### config.mk
export PLATFORM = sky130hd
export DESIGN_NAME = fakeram45_64x96_req_ctrl
export DESIGN_NICKNAME = d
export VERILOG_FILES = /design/src/rtl/fakeram_req_ctrl_pkg.sv /design/src/rtl/fakeram_rsp_fifo.sv /design/src/rtl/fakeram45_64x96_req_ctrl.sv
export SDC_FILE = /design/constraint.sdc
export NUM_CORES = 1
export LEC_CHECK = 0
export ABC_AREA = 0
export CORE_AREA = 5 5 229 231
export CTS_BUF_LIST = sky130_fd_sc_hd__clkbuf_4
export CTS_CLUSTER_SIZE = 30
export DETAILED_ROUTE_END_ITERATION = 10
export DIE_AREA = 0 0 234 236
export REMOVE_ABC_BUFFERS = 1
export SYNTH_ARGS = -nofsm -noshare
export SYNTH_HDL_FRONTEND = slang
export SYNTH_SLANG_ARGS = --single-unit
### constraint.sdc
create_clock -name clk -period 11.15 [get_ports clk]
set_input_delay 1.115 -clock clk [delete_from_list [all_inputs] [get_ports clk]]
set_output_delay 1.115 -clock clk [all_outputs]
set_load 0.01 [all_outputs]
### src/rtl/fakeram_req_ctrl_pkg.sv
// Shared types and default geometry for the fakeram45 64x96 request controller.
package fakeram_req_ctrl_pkg;

    localparam int unsigned DefBits      = 96;
    localparam int unsigned DefWordDepth = 64;
    localparam int unsigned DefAddrWidth = 6;
    localparam int unsigned DefRspDepth  = 2;

    typedef enum logic [0:0] {
        INIT,
        RUN
    } state_e;

    // Width needed to hold a count in 0..depth inclusive.
    function automatic int unsigned cnt_width(input int unsigned depth);
        return $clog2(depth + 1);
    endfunction

endpackage

### src/rtl/fakeram_rsp_fifo.sv
// Synchronous response FIFO; a push into a full FIFO is only taken together with a pop.
module fakeram_rsp_fifo
    import fakeram_req_ctrl_pkg::*;
#(
    parameter int unsigned Width = DefBits,
    parameter int unsigned Depth = DefRspDepth,
    localparam int unsigned CntW = cnt_width(Depth)
) (
    input  logic             clk,
    input  logic             rst_n,
    input  logic             push_i,
    input  logic [Width-1:0] wdata_i,
    input  logic             pop_i,
    output logic [Width-1:0] rdata_o,
    output logic             full_o,
    output logic             empty_o,
    output logic [CntW-1:0]  count_o
);

    localparam int unsigned     PtrW    = (Depth > 1) ? $clog2(Depth) : 1;
    localparam logic [PtrW-1:0] LastPtr = PtrW'(Depth - 1);
    localparam logic [CntW-1:0] FullCnt = CntW'(Depth);

    logic [Width-1:0] mem_q [Depth];
    logic [PtrW-1:0]  wr_ptr_q, wr_ptr_d;
    logic [PtrW-1:0]  rd_ptr_q, rd_ptr_d;
    logic [CntW-1:0]  count_q, count_d;
    logic             do_push, do_pop;

    assign full_o  = (count_q == FullCnt);
    assign empty_o = (count_q == '0);
    assign count_o = count_q;
    assign rdata_o = mem_q[rd_ptr_q];

    assign do_pop  = pop_i & ~empty_o;
    assign do_push = push_i & (~full_o | do_pop);

    always_comb begin
        wr_ptr_d = wr_ptr_q;
        rd_ptr_d = rd_ptr_q;
        count_d  = count_q;
        if (do_push) begin
            wr_ptr_d = (wr_ptr_q == LastPtr) ? '0 : wr_ptr_q + 1'b1;
        end
        if (do_pop) begin
            rd_ptr_d = (rd_ptr_q == LastPtr) ? '0 : rd_ptr_q + 1'b1;
        end
        unique case ({do_push, do_pop})
            2'b10:   count_d = count_q + 1'b1;
            2'b01:   count_d = count_q - 1'b1;
            default: count_d = count_q;
        endcase
    end

    always_ff @(posedge clk or negedge rst_n) begin
        if (!rst_n) begin
            wr_ptr_q <= '0;
            rd_ptr_q <= '0;
            count_q  <= '0;
        end else begin
            wr_ptr_q <= wr_ptr_d;
            rd_ptr_q <= rd_ptr_d;
            count_q  <= count_d;
        end
    end

    always_ff @(posedge clk) begin
        if (do_push) begin
            mem_q[wr_ptr_q] <= wdata_i;
        end
    end

endmodule

### src/rtl/fakeram45_64x96_req_ctrl.sv
// Request/response initiator for the fakeram45 64x96 macro, zero-filling the array after reset.
// Define FAKERAM_REQ_CTRL_RSP_BYPASS_EN to return read data combinationally when the FIFO is empty.
module fakeram45_64x96_req_ctrl
    import fakeram_req_ctrl_pkg::*;
#(
    parameter int unsigned BITS       = DefBits,
    parameter int unsigned WORD_DEPTH = DefWordDepth,
    parameter int unsigned ADDR_WIDTH = DefAddrWidth,
    parameter int unsigned RSP_DEPTH  = DefRspDepth
) (
    input  logic                  clk,
    input  logic                  rst_n,
    output logic                  init_done_out,
    input  logic                  req_valid_in,
    output logic                  req_ready_out,
    input  logic                  req_we_in,
    input  logic [ADDR_WIDTH-1:0] req_addr_in,
    input  logic [BITS-1:0]       req_wdata_in,
    input  logic [BITS-1:0]       req_wmask_in,
    output logic                  rsp_valid_out,
    input  logic                  rsp_ready_in,
    output logic [BITS-1:0]       rsp_data_out,
    output logic                  sram_ce_out,
    output logic                  sram_we_out,
    output logic [ADDR_WIDTH-1:0] sram_addr_out,
    output logic [BITS-1:0]       sram_wd_out,
    output logic [BITS-1:0]       sram_w_mask_out,
    input  logic [BITS-1:0]       sram_rd_in
);

    localparam int unsigned           CntW        = cnt_width(RSP_DEPTH);
    localparam logic [ADDR_WIDTH-1:0] LastAddr    = ADDR_WIDTH'(WORD_DEPTH - 1);
    localparam logic [CntW:0]         CreditLimit = (CntW + 1)'(RSP_DEPTH);

    state_e                state_q, state_d;
    logic [ADDR_WIDTH-1:0] init_addr_q, init_addr_d;
    logic                  rd_pending_q, rd_pending_d;

    logic                  fifo_push, fifo_pop, fifo_full, fifo_empty;
    logic [CntW-1:0]       fifo_count;
    logic [BITS-1:0]       fifo_rdata;
    logic [CntW:0]         credits_used;
    logic                  accept;

    assign credits_used  = {1'b0, fifo_count} + {{CntW{1'b0}}, rd_pending_q};
    assign fifo_pop      = ~fifo_empty & rsp_ready_in;
    assign init_done_out = (state_q == RUN);

`ifdef FAKERAM_REQ_CTRL_RSP_BYPASS_EN
    // An empty FIFO lets the macro word go straight out; it is only stored if not taken.
    assign rsp_valid_out = ~fifo_empty | rd_pending_q;
    assign rsp_data_out  = fifo_empty ? sram_rd_in : fifo_rdata;
    assign fifo_push     = rd_pending_q & ~(fifo_empty & rsp_ready_in);
`else
    assign rsp_valid_out = ~fifo_empty;
    assign rsp_data_out  = fifo_rdata;
    assign fifo_push     = rd_pending_q;
`endif

    always_comb begin
        state_d         = state_q;
        init_addr_d     = init_addr_q;
        rd_pending_d    = 1'b0;
        req_ready_out   = 1'b0;
        accept          = 1'b0;
        sram_ce_out     = 1'b0;
        sram_we_out     = 1'b0;
        sram_addr_out   = '0;
        sram_wd_out     = '0;
        sram_w_mask_out = '0;
        unique case (state_q)
            INIT: begin
                // Gated by rst_n so the macro stays idle while reset is held.
                sram_ce_out     = rst_n;
                sram_we_out     = rst_n;
                sram_addr_out   = init_addr_q;
                sram_w_mask_out = {BITS{rst_n}};
                init_addr_d     = init_addr_q + 1'b1;
                if (init_addr_q == LastAddr) begin
                    state_d = RUN;
                end
            end
            RUN: begin
                req_ready_out = (credits_used < CreditLimit) | fifo_pop;
                accept        = req_valid_in & req_ready_out;
                sram_ce_out   = accept;
                sram_we_out   = accept & req_we_in;
                rd_pending_d  = accept & ~req_we_in;
                if (accept) begin
                    sram_addr_out = req_addr_in;
                end
                if (accept && req_we_in) begin
                    sram_wd_out     = req_wdata_in;
                    sram_w_mask_out = req_wmask_in;
                end
            end
        endcase
    end

    always_ff @(posedge clk or negedge rst_n) begin
        if (!rst_n) begin
            state_q      <= INIT;
            init_addr_q  <= '0;
            rd_pending_q <= 1'b0;
        end else begin
            state_q      <= state_d;
            init_addr_q  <= init_addr_d;
            rd_pending_q <= rd_pending_d;
        end
    end

    // Credit accounting must keep every push absorbable.
    always_ff @(posedge clk) begin
        if (rst_n) begin
            assert (!(fifo_push && fifo_full && !fifo_pop));
        end
    end

    fakeram_rsp_fifo #(
        .Width (BITS),
        .Depth (RSP_DEPTH)
    ) u_fifo (
        .clk     (clk),
        .rst_n   (rst_n),
        .push_i  (fifo_push),
        .wdata_i (sram_rd_in),
        .pop_i   (fifo_pop),
        .rdata_o (fifo_rdata),
        .full_o  (fifo_full),
        .empty_o (fifo_empty),
        .count_o (fifo_count)
    );

endmodule

## After elaboration in Yosys (flattened, before gate mapping)

Memory sizes are Yosys's and may differ from the RTL's.
Cells that the tools add are included.

| word-level totals | value |
|---|---|
| bits in registers | 12 |
| bits in latches | 0 |
| memory bits (writable) | 192 |
| memory bits (read-only) | 0 |
| output and inout bits | 299 |
| word-level logic and storage cells | 50 |
| memories | 1 |

| cells by class | value |
|---|---|
| $add $sub $neg | 6 |
| $mul | 0 |
| div/mod/pow operators | 0 |
| order comparisons | 1 |
| equality and inequality tests | 4 |
| shift-type cells | 0 |
| muxes and demuxes | 17 |
| bitwise gates (word level) | 12 |
| reduce and logical (&&, ||, !) cells | 3 |

Memories:

| memory | words | bits a word | read ports | clocked after memory_dff | write ports | RTL line | source |
|---|---|---|---|---|---|---|---|
| u_fifo.mem_q | 2 | 96 | 1 | 0 | 1 | fakeram_rsp_fifo.sv:24 | `logic [Width-1:0] mem_q [Depth];` |

Operator list:

| kind | count |
|---|---|
| $mux 96 | 3 |
| $pmux 96 s2 | 1 |
| $pmux 6 s2 | 1 |
| $mux 1 | 8 |
| $add 6x1->6 const B | 1 |
| $and 1x1->1 | 6 |
| $eq 6x6->1 const B | 1 |
| $mux 6 | 1 |
| $eq 2x2->1 const B | 2 |
| $not 1->1 | 4 |
| $pmux 1 s2 | 2 |
| $pmux 2 s2 | 1 |
| $add 2x1->3 | 1 |
| $lt 3x2->1 const B | 1 |
| $add 1x1->1 const B | 2 |
| $add 2x1->2 const B | 1 |
| $eq 2x1->1 const B | 1 |
| $logic_not 2->1 | 1 |
| $or 1x1->1 | 2 |
| $reduce_bool 2->1 | 1 |
| $sub 2x1->2 const B | 1 |
| $logic_and 1x1->1 | 1 |

## Logic depth before layout (Yosys ltp)

| depth | value |
|---|---|
| depth in word-level cells | 8 |
| gate-level depth with buffers | 6 |
| mapped depth without buffers | 3 |

## By module

A second synthesis with hierarchy kept.

| unflattened totals | value |
|---|---|
| cell total of the unflattened synthesis | 594 |
| area, all modules | 9,261.4 um^2 |

By module, submodules not included:

| module | instances | cells an instance | area an instance (um^2) | sequential area each (um^2) |
|---|---|---|---|---|
| fakeram_rsp_fifo | 1 | 318 | 7,245.7 | 5,865.6 |
| fakeram45_64x96_req_ctrl | 1 | 276 | 2,015.7 | 200.2 |

## Worst setup path after synthesis

Ideal clock, no wire load.

| timing | value |
|---|---|
| path kind | input to register |
| start point | in rsp_ready_in |
| end point | mem u_fifo.mem_q[0][0] (netlist bit), enable pin |
| arrival | 5.287 ns |
| data required time | 10.598 ns |
| slack | 5.311 ns |
| stages on the path | 2 |
| buffers on the path | 0 |
| path through | o21ai_0 -> nor2_1 |

| on the way | value |
|---|---|
| cells in the longest elaborated chain, start to end | 6 |

RTL lines:

| element | RTL line | source |
|---|---|---|
| start, declared | fakeram45_64x96_req_ctrl.sv:21 | `input logic rsp_ready_in,` |
| $and 1x1->1 | fakeram45_64x96_req_ctrl.sv:46 | `assign fifo_pop = ~fifo_empty & rsp_ready_in;` |
| $and 1x1->1 | fakeram_rsp_fifo.sv:35 | `assign do_pop = pop_i & ~empty_o;` |
| $or 1x1->1 | fakeram_rsp_fifo.sv:36 | `assign do_push = push_i & (~full_o \| do_pop);` |
| $and 1x1->1 | fakeram_rsp_fifo.sv:36 |  |
| $mux 1 | fakeram_rsp_fifo.sv:68 | `if (do_push) begin` |
| $mux 1 (not written as such) | fakeram_rsp_fifo.sv:69 | `mem_q[wr_ptr_q] <= wdata_i;` |
| end, declared | fakeram_rsp_fifo.sv:24 |  |

No other way between the ends.

## Worst setup path in the final report

| timing | value |
|---|---|
| start point | in rsp_ready_in |
| end point | out sram_w_mask_out[4] |

| on the way | value |
|---|---|
| cells in the longest elaborated chain, start to end | 6 |

RTL lines:

| element | RTL line | source |
|---|---|---|
| $and 1x1->1 | fakeram45_64x96_req_ctrl.sv:46 |  |
| $or 1x1->1 | fakeram45_64x96_req_ctrl.sv:84 | `req_ready_out = (credits_used < CreditLimit) \| fifo_pop;` |
| $and 1x1->1 | fakeram45_64x96_req_ctrl.sv:85 | `accept = req_valid_in & req_ready_out;` |
| $logic_and 1x1->1 | fakeram45_64x96_req_ctrl.sv:92 | `if (accept && req_we_in) begin` |
| $mux 96 | fakeram45_64x96_req_ctrl.sv:92 |  |
| $pmux 96 s2 | fakeram45_64x96_req_ctrl.sv:71 | `unique case (state_q)` |
| end, declared | fakeram45_64x96_req_ctrl.sv:27 | `output logic [BITS-1:0] sram_w_mask_out,` |

No other way between the ends.

==> results.md <==
- number of port buffers: 597
- RSZ-0062 raised after global routing: no
- net count of the finished layout: 1,502
- global-route wire length before repair: 65.5 mm
- setup violation total in the final timing report: 0
- final weighted congestion in routability-driven placement: 0.947
- highest signal layer in the routed design: met5
- max capacitance violation total: 0
- number of synthesis warnings: 0
- antenna violations before repair: 22
- Std-Cell Core Area: 49,900 um2
- Max VDD drop: 0.0459 mV
- hold crit path type: flip-flop to flip-flop
- clock tree root buffer cell: clkbuf_4
- final hold violations: 0
- Wirelength per Cell: 25.7 um
- Clock Skews: 0.0705 ns
- Most common cell on crit path: clkdlybuf4s50_1
- Post-Synthesis Cell Area: 9140 um2
- Hold WS: 0.512 ns
- number of pins with negative max-slew slack in the final report: 0
- utilization after layout: 32.8%
- remaining global-route overflow: 0
- TritonCTS clock tree: built
- FF-to-FF setup slack: 7.98 ns
- total routing resource utilization after global routing: 16.9%
- fraction of layout instances using a drive strength above 1: 15.6%
- worst reg2reg path depth: 4
- Critical path origin: rsp_ready_in
- DRC: 0
- Least-Margin Pin Slew: 1.12 ns
- effective utilization at floorplan: 18.3%
- cell depth of the worst setup path: 6
- Fmax: 182 MHz
- count of unique library cells instantiated by Yosys: 25
- Area growth syn-to-layout: 79.2%
- placed instance count: 1,820
- Final Routed Wirelength: 49.3 mm
- clock latency reported for the late side of the worst-skew pair: 0.67 ns
- arrival time of the worst setup path: 4.38 ns
- most common cell after layout, fill and taps aside: clkdlybuf4s50_1
- number of flip-flops and latches in the synthesized netlist: 204
- Reg-to-Reg End: u_fifo.mem_q[1][67]$_DFFE_PP_
- startpoint of the lowest-slack register-to-register path: u_fifo.count_o[0]$_DFFE_PN0P_
- period utilization: 49.2%
- CTS buffer count: 52
- most used cells in the layout excluding fill and tap cells: clkdlybuf4s50_1 (597), edfxtp_1 (192), a21o_1 (99), and2_1 (98), mux2_2 (97)
- number of design-rule violations left by the first detailed-router iteration: 259
- post-route ant nets: 0
- via count of the first global-routing pass: 8,146
- Leak: 0.00605 uW
- Req. time, crit path: 10.04 ns
- clk slew on worst S/H paths: 0.06 ns
- maximum number of pins on one net before global-route repair: 99
- cell family with the largest share of critical-path delay: buffers and inverters
- hpwl dp: 41.3 mm
- nature of the critical path endpoint: primary output
- horizontal die dimension: 234 um
- Placement Rows: 82
- wire length on met3: 4.70 mm
- chip height: 236 um
- setup tns final: 0 ns
- number of buffers on the longest clock path: 3
- type of origin of the critical path: input port
- number of buffers added to fix hold violations after cts: 0
- critical path start-end classification: input port to primary output
- buffer and inverter count on the worst path: 4
- result of the run: completed
- met2 routed WL: 27.4 mm
- Mapped Cells: 589
- final cell count without fillers: 1,917
- TritonCTS sink count: 204
- post_cts resized: 0
- Mean Syn Cell Area: 15.5 um2
- vias per cell: 4.00
- Worst path slowest cell: buf_4
- largest stage delay on the critical path: 0.78 ns
- power per cell area: 102 nW/um2
- DIE AREA: 55,200 um2
- CP max FO: 98
- sum of routed wire segments on met1: 15.3 mm
- sequential element share of the synthesized area: 66.3%
- depth of the CTS H-tree: 2
- min cycle time layout: 5.49 ns
- worst setup path end: sram_w_mask_out[4]
- 1st-pass router iterations: 5
- headroom to the max-slew limit: 25.0%
- via count of the routed design: 7,670
- critical-path cell list: clkdlybuf4s50_1, inv_1, a21oi_4, buf_4, a21o_1, clkdlybuf4s50_1
- IO Pins: 598
- Post-CTS Setup Repair Bufs: 0
layer usage:
metal | up-vias | track usage (%)
li1 | 3438 | -
met1 | 3689 | 15.3
met2 | 428 | 33.2
met3 | 95 | 6.99
met4 | 20 | 5.55
met5 | - | 0
power by group:
group / total, uW / switching (uW) / internal [uW]
combinational: 207 / 73.8 / 133
sequential: 837 / 0 / 837
clock: 630 / 293 / 336
how the worst min path moves through the flow:
stage	start	endpoint	slack, ns	depth (start not counted)
floorplan	init_addr_q[2]$_DFFE_PN0N_	init_addr_q[2]$_DFFE_PN0N_	0.46	1
global placement	init_addr_q[5]$_DFFE_PN0N_	init_addr_q[5]$_DFFE_PN0N_	0.49	1
detailed placement	init_addr_q[2]$_DFFE_PN0N_	init_addr_q[2]$_DFFE_PN0N_	0.49	1
CTS	init_addr_q[2]$_DFFE_PN0N_	init_addr_q[2]$_DFFE_PN0N_	0.51	1
global route	init_addr_q[5]$_DFFE_PN0N_	init_addr_q[5]$_DFFE_PN0N_	0.53	1
finish	init_addr_q[2]$_DFFE_PN0N_	init_addr_q[2]$_DFFE_PN0N_	0.51	1
registers in the layout, summed over array words and instances, names as in the netlist:
name / cells
u_fifo.rd_ptr_q: 1
init_done_out: 1
fifo_push: 1
u_fifo.count_o: 2
init_addr_q: 6
u_fifo.mem_q: 192
u_fifo.wr_ptr_q: 1
kinds of logic after synthesis:
logic type               share of synthesized area [%]
adder cells (fa/ha/maj)                          0.137
flip-flops                                        66.3
AO/OA/AOI/OAI                                     9.21
AND/OR/NAND/NOR                                   7.97
XOR/XNOR                                         0.671
buffers and inverters                             3.72
multiplexers                                      11.9
cell usage after synthesis:
master	count	area (um2)
nand2_1	7	26.3
edfxtp_1	192	5770
nor2_1	3	11.3
nor2b_1	2	12.5
xnor2_1	7	61.3
a21oi_1	2	10.0
o21ai_0	4	20.0
a21oi_4	1	16.3
mux2_2	97	1090
buf_2	16	80.1
a21o_1	99	743
clkbuf_2	1	5.00
nand4b_1	1	8.76
inv_1	3	11.3
clkbuf_1	8	30.0
and2_1	98	613
buf_6	19	214
nand2b_1	1	6.26
a22o_1	6	52.6
dfrtp_1	12	300
ha_1	1	12.5
nand4_1	1	6.26
nand3_1	4	20.0
or2_2	3	18.8
nor3_1	1	5.00
per-stage QoR:
stage / total power, uW / setup WS [ns] / cell area [um2]
global route: 1760 / 5.43 / 16400
floorplan: 888 / 5.19 / 8810
finish: 1670 / 5.66 / 16400
global placement: 1060 / 5.71 / 15700
detailed placement: 1060 / 5.63 / 15700
CTS: 1710 / 5.66 / 16400
area by class of cell:
cell class              count  area [um2]
diodes                      4        10.0
clock buffers              76         571
clock inverters            17        97.6
fillers                  5022       33500
inverters                   3        11.3
multi-input cells         338        2760
flip-flops and latches    204        6070
well taps                 672         841
repair buffers            603        6020
Power figures use the tool's default switching activity.
